## src/rtl/instruction_fetch_unit.sv

```systemverilog
// instruction_fetch_unit
//   Fetch stage: holds the PC, issues one instruction-memory read at a time,
//   registers the returned word with its PC and hands it to decode over a
//   valid/ready handshake, then advances the PC by 4. A redirect loads a new
//   PC and discards whatever fetch is in flight.
// Ports:
//   clock, reset            rising-edge clock, async active-low reset
//   imem_req_valid/addr     read request (addr is always the current PC)
//   imem_req_ready          memory accepts the request
//   imem_resp_valid/data    read response
//   redirect_valid/pc       control-flow change, highest priority
//   out_valid/ready         handshake to decode
//   out_instr/out_pc        registered instruction and its PC
module instruction_fetch_unit #(
  parameter logic [63:0] RESET_PC    = 64'h0,
  parameter int          INSTR_WIDTH = 32
) (
  input  logic                   clock,
  input  logic                   reset,
  output logic                   imem_req_valid,
  output logic [63:0]            imem_req_addr,
  input  logic                   imem_req_ready,
  input  logic                   imem_resp_valid,
  input  logic [INSTR_WIDTH-1:0] imem_resp_data,
  input  logic                   redirect_valid,
  input  logic [63:0]            redirect_pc,
  output logic                   out_valid,
  input  logic                   out_ready,
  output logic [INSTR_WIDTH-1:0] out_instr,
  output logic [63:0]            out_pc
);

  // REQ: request presented; WAIT: response owed to us;
  // HOLD: instruction offered to decode; DROP: response owed but cancelled.
  typedef enum logic [1:0] {REQ, WAIT, HOLD, DROP} state_e;

  state_e                 state_q, state_d;
  logic [63:0]            pc_q, pc_d;
  logic [INSTR_WIDTH-1:0] instr_q, instr_d;
  logic [63:0]            opc_q, opc_d;

  always_ff @(posedge clock or negedge reset) begin
    if (!reset) begin
      state_q <= REQ;
      pc_q    <= RESET_PC;
      instr_q <= '0;
      opc_q   <= '0;
    end else begin
      state_q <= state_d;
      pc_q    <= pc_d;
      instr_q <= instr_d;
      opc_q   <= opc_d;
    end
  end

  always_comb begin
    state_d = state_q;
    pc_d    = pc_q;
    instr_d = instr_q;
    opc_d   = opc_q;
    case (state_q)
      REQ: begin
        // A request accepted in the same cycle as a redirect still owes a
        // response, which must be swallowed in DROP.
        if (redirect_valid) begin
          pc_d    = redirect_pc;
          state_d = imem_req_ready ? DROP : REQ;
        end else if (imem_req_ready) begin
          state_d = WAIT;
        end
      end
      WAIT: begin
        if (redirect_valid) begin
          pc_d    = redirect_pc;
          state_d = imem_resp_valid ? REQ : DROP;
        end else if (imem_resp_valid) begin
          instr_d = imem_resp_data;
          opc_d   = pc_q;
          state_d = HOLD;
        end
      end
      HOLD: begin
        // With a redirect the transfer (if out_ready) still completes; only
        // the source of the next PC changes.
        if (redirect_valid) begin
          pc_d    = redirect_pc;
          state_d = REQ;
        end else if (out_ready) begin
          pc_d    = pc_q + 64'd4;
          state_d = REQ;
        end
      end
      DROP: begin
        if (redirect_valid) pc_d = redirect_pc;
        if (imem_resp_valid) state_d = REQ;
      end
      default: state_d = REQ;
    endcase
  end

  // Reset resets the state to REQ, so gate the request with the reset pin
  // to keep it low while reset is held.
  assign imem_req_valid = reset && (state_q == REQ);
  assign imem_req_addr  = pc_q;
  assign out_valid      = (state_q == HOLD);
  assign out_instr      = instr_q;
  assign out_pc         = opc_q;

endmodule
```

## config.mk

```make
export PLATFORM = sky130hd
export DESIGN_NAME = instruction_fetch_unit
export DESIGN_NICKNAME = d
export VERILOG_FILES = /design/src/rtl/instruction_fetch_unit.sv
export SDC_FILE = /design/constraint.sdc
export NUM_CORES = 1
export LEC_CHECK = 0
export BUFFER_PORTS_ARGS = -buffer_cell sky130_fd_sc_hd__buf_4
export CORE_ASPECT_RATIO = 0.6
export CORE_MARGIN = 5
export CORE_UTILIZATION = 55
export DETAILED_ROUTE_END_ITERATION = 7
export PLACE_DENSITY = 0.89
export SLEW_MARGIN = 20
export SYNTH_ARGS = -nofsm -noshare
export SYNTH_HDL_FRONTEND = slang
export SYNTH_SLANG_ARGS = --single-unit
export TNS_END_PERCENT = 20
```

## constraint.sdc

```tcl
create_clock -name clock -period 4.2 [get_ports clock]
set_input_delay 0.63 -clock clock [delete_from_list [all_inputs] [get_ports clock]]
set_output_delay 0.63 -clock clock [all_outputs]
set_load 0.05 [all_outputs]
```

# After elaboration in Yosys (flattened, before gate mapping)
# Cells that the tools add are included.
# Widths: inputs -> output; s select.
dict set report totals {
  input_bits 102
  ff_bits 162
}
dict set report op_classes {
  reduce_logical 6
  muxes 14
  n_eq_ne 8
  bitwise 1
  addsub 1
}
# operator n
set ops {}
lappend ops {{$mux 64} 3}
lappend ops {{$pmux 64 s2} 1}
lappend ops {{$add 64x3->64 const B} 1}
lappend ops {{$mux 2} 9}
lappend ops {{$pmux 2 s4} 1}
lappend ops {{$ne 3x3->1 const B} 2}
lappend ops {{$eq 2x2->1 const B} 2}
lappend ops {{$reduce_and 4->1} 1}
lappend ops {{$ne 3x2->1 const B} 1}
lappend ops {{$reduce_and 3->1} 1}
lappend ops {{$reduce_or 3->1} 1}
lappend ops {{$eq 2x1->1 const B} 1}
lappend ops {{$logic_not 2->1} 1}
lappend ops {{$ne 2x1->1 const B} 1}
lappend ops {{$ne 2x2->1 const B} 1}
lappend ops {{$reduce_and 2->1} 1}
lappend ops {{$logic_and 1x1->1} 1}
lappend ops {{$not 1->1} 1}

# Logic depth before layout (Yosys ltp)
dict set report logic_depth {
  ltp_word 4
  ltp_mapped 7
  ltp_nobuf 6
}

# Least setup slack after synthesis
# Ideal clock, no wire load.
dict set report synth_timing {
  path_kind {register to register}
  startpoint {reg pc_q[32] (netlist: imem_req_addr[32])}
  endpoint {reg pc_q[43] (netlist: imem_req_addr[43])}
  setup_time_ns 0.126
  setup_slack_ns 1.528
  stages_incl_launch_ff 6
  t_arrival_ns 2.546
  required_time_ns 4.074
  n_path_buf 1
  path_cell_list {dfrtp_1 > nand4_1 > or4_4 > or4_1 > clkbuf_1 > a221o_1}
}
dict set report synth_between {
  elab_chain_cells 4
}
# element line_no
set synth_lines {}
lappend synth_lines {{start, declared} 38} ;# logic [63:0] pc_q, pc_d;
lappend synth_lines {{start signal, assigned} 50} ;# pc_q <= pc_d;
lappend synth_lines {{$add 64x3->64} 89} ;# pc_d = pc_q + 64'd4;
lappend synth_lines {{$mux 64} 88} ;# end else if (out_ready) begin
lappend synth_lines {{$mux 64} 85} ;# if (redirect_valid) begin
lappend synth_lines {{$pmux 64 s2} 61} ;# case (state_q)
# Every way passes these cells. The select of a mux whose other input is x is not followed.
# A chain may end at the register's enable or synchronous reset.

# Worst setup path in the final report
dict set report layout_timing {
  startpoint {reg pc_q[10] (netlist: imem_req_addr[10])}
  endpoint {reg pc_q[35] (netlist: imem_req_addr[35])}
}
# Same word-level chain as after synthesis.

==> summary.txt <==
STA
  – Setup TNS: 0 ns
  – Worst relative slew slack: 0.2474
  – Maximum clock frequency: roughly 360 MHz
  – Fin. max-slew vios: 0
  – Worst-Margin Slew: around 1.1 ns
  – Crit share post-route: 0.6633
  – Fin crit period: 2.786 ns
  – Final setup vio count: 0
  – Fin. Hold Viols: 0
  – RSZ-0062 raised after global routing: false
  – Final hold slack: about 0.18 ns
  – Skew final: 0.01060 ns

Drt
  – DRC: 0
  – Via count: approximately 6800
  – Detail Route Antenna Nets: 0
  – 1st-iter DRT viols: 645
  – WL/cell: ~20 um
  – DRT Pass-1 Iters: 6
  – Final WL: ~23000 um
  – Vias per cell: about 5.9

Power
  – Clk pwr share: 0.197
  – Combinational power share: 0.478
  – Leak: ~4.6 nW
  – PwrDens: 732.8 nW/um^2
  – NetSw: 3.511 mW
  – Internal power: between 4 and 5 mW
  – Sequential share of power: 0.326
  – Worst vdd ir: between 0.0006 and 0.0007 V
  – Switching portion of total power: 0.4612

Die
  – Core area: between 10000 and 15000 sq um
  – Die W: around 160 um
  – Initial core utilization: 0.5629
  – I/O pin cnt: around 260
  – Die area: between 15000 and 20000 sq um
  – Site row count: 33
  – Die Y: between 100 and 150 um

Cells and area
  – Area grow syn2layout: 35.01%
  – # diodes: 0
  – Final Net Count: 1056
  – Share of layout cells above drive strength 1: 0.4255

Setup path
  – Worst reg2reg startpoint: imem_req_addr[10]
  – Critical Path AT: just over 3 ns
  – Worst path max stage delay: around 0.85 ns
  – R2R Setup Slk: approximately 1.4 ns
  – Crit Path Max Fanout: 15
  – Critical Path Most Common Cell: or4_1
  – Worst EP required: 4.52 ns
  – FF-to-FF End: imem_req_addr[35]
  – Buf/Inv on CP: 0
  – R2R cell count: 5
  – Largest delay share family, worst path: simple AND/OR/NAND/NOR gates
  – Crit path launch type: flop
  – Setup CP Type: reg2reg
  – Setup crit end kind: flop
  – CP cell instances: nand3_2, or4_1, or3_1, or4_1, a31oi_1
  – Critical Path Slowest Stage Cell: or4_1

Run
  – Maxcap violations: 0

Synthesis
  – EDFF count, synth: 0
  – Synth Flop Type: dfrtp_1
  – Syn avg cell area: 10.93 sq um
  – Mapped cell area: slightly below 8000 sq um
  – FF+latch count, synth: between 150 and 200
  – Area share of the largest cell type after synthesis: 0.5269
  – Synthesized instance count: 704
  – Post-Synthesis Net Count: 807
  – Register area share after synthesis: 0.5269
  – Area contributors post-synth: dfrtp_1 53%, mux2_2 14%, nand2_1 3.2%, xnor2_1 3.0%, o21ai_0 2.8%
  – Top-count cell post-synth: dfrtp_1
  – Async S/R FF share, synth: 1.000
  – Cell accounting for the most synthesized area: dfrtp_1
  – Unique masters post-synth: 53
  – Post-synth top cells: 162 x dfrtp_1, 99 x mux2_2, 65 x nand2_1
  – Yosys warns: 0

Clock tree
  – CTS root buf: clkbuf_16
  – CTS buffer count: 17
  – Clock tree buffer depth: 2
  – CTS resizes: 0
  – # Post-CTS Setup Buffers: 0
  – # clock sinks: approximately 160
  – CTS tree: done
  – Reg clk slew, reported paths: 0.07 ns
  – H-tree depth: 4
  – Hold_buf cts: 0
  – Worst-Skew Late Latency: approximately 0.41 ns

Placed design
  – DP HPWL: 17180 um
  – Global placer's final weighted congestion: approximately 0.90
  – PortBufs: 263

Global routing
  – First-pass GRT wire length: about 37000 um
  – Antenna violations before repair: 0
  – Grt total ovfl: 0
  – Largest net degree at the start of global routing: 72
  – Gr usage total: 0.2819
  – Vias in the first global route: 6895

Outcome
  – Status: complete, no violations

Min path
  – Hold WC Path Type: in2async
==> how the worst max path moves through the flow <==
| stage | startpoint | end | slack [ns] | cells past startpoint |
|---|---|---|---|---|
| finish | imem_req_addr[10] | imem_req_addr[35] | 1.41 | 5 |
| global placement | out_ready | imem_req_addr[35] | 1.52 | 7 |
| CTS | imem_req_addr[10] | imem_req_addr[35] | 1.46 | 5 |
| floorplan | imem_req_addr[32] | imem_req_addr[43] | 1.53 | 5 |
| detailed placement | out_ready | imem_req_addr[43] | 1.49 | 6 |
| global route | imem_req_addr[10] | imem_req_addr[47] | 1.32 | 5 |
==> layout make-up <==
type,count,area [sq um]
clock buffer,19,442.9
clock inverter,13,126.4
fill,924,3279
inverter,11,41.29
multi-input combinational,492,3460
sequential,162,4054
tap,192,240.2
timing repair buffer,269,2023
==> registers in the layout, indices dropped and copies added (netlist names) <==
register,count
out_pc,64
state_q,2
imem_req_addr,64
out_instr,32
==> power groups by stage <==
stage / clock network, mW / registers [mW] / logic [mW]
3_3_place_gp: 0 / 2.45 / 3.61
4_1_cts: 1.52 / 2.48 / 3.66
6_report: 1.50 / 2.48 / 3.64
5_1_grt: 1.59 / 2.56 / 3.79
2_1_floorplan: 0 / 4.26 / 0.647
3_5_place_dp: 0 / 2.50 / 3.66
==> through the flow <==
| stage | util | power (mW) | cell area [sq um] | setup WS, ns | std cells |
|---|---|---|---|---|---|
| after floorplan | - | 4.908 | 7694 | 1.528 | 704 |
| after global placement | 0.7179 | 6.065 | 9812 | 1.523 | 1126 |
| after detailed placement | 0.7179 | 6.152 | 9812 | 1.486 | 1126 |
| after CTS | 0.7596 | 7.659 | 10380 | 1.460 | 1158 |
| after global routing | 0.7600 | 7.942 | 10390 | 1.318 | 1158 |
| final | 0.7600 | 7.612 | 10390 | 1.414 | 1158 |
==> cell usage in the layout, fill, tap and decap left out, types with 5 or more instances in the layout <==
cell type	count
nor4_1	21
or3_1	9
buf_4	268
nor3_1	23
dfrtp_1	162
clkbuf_16	17
inv_1	11
nand2_1	65
and4_1	5
mux2_2	99
nand3_1	29
a21oi_1	5
xor2_1	11
o21ai_0	43
or4_1	9
nand4_1	28
mux2i_1	5
xnor2_1	26
a31oi_1	9
nor2_1	37
nor2b_1	5
and3_1	9
==> per-layer routing <==
layer / share of wire / GRT usage
met3: 0.12 / 0.09719
met5: 0 / 0
met1: 0.40 / 0.3755
met2: 0.46 / 0.4414
met4: 0.022 / 0.08827
==> cell families after synthesis <==
family,share of synthesized area
AOI/OAI and AO/OA,0.06912
xor gates and xnor gates,0.04212
and+or+nand+nor,0.1836
muxes,0.1514
buffers and inverters,0.02521
DFF,0.5269
adders and majority gates,0.001626
No activity file was read; power rests on OpenSTA's default activity.
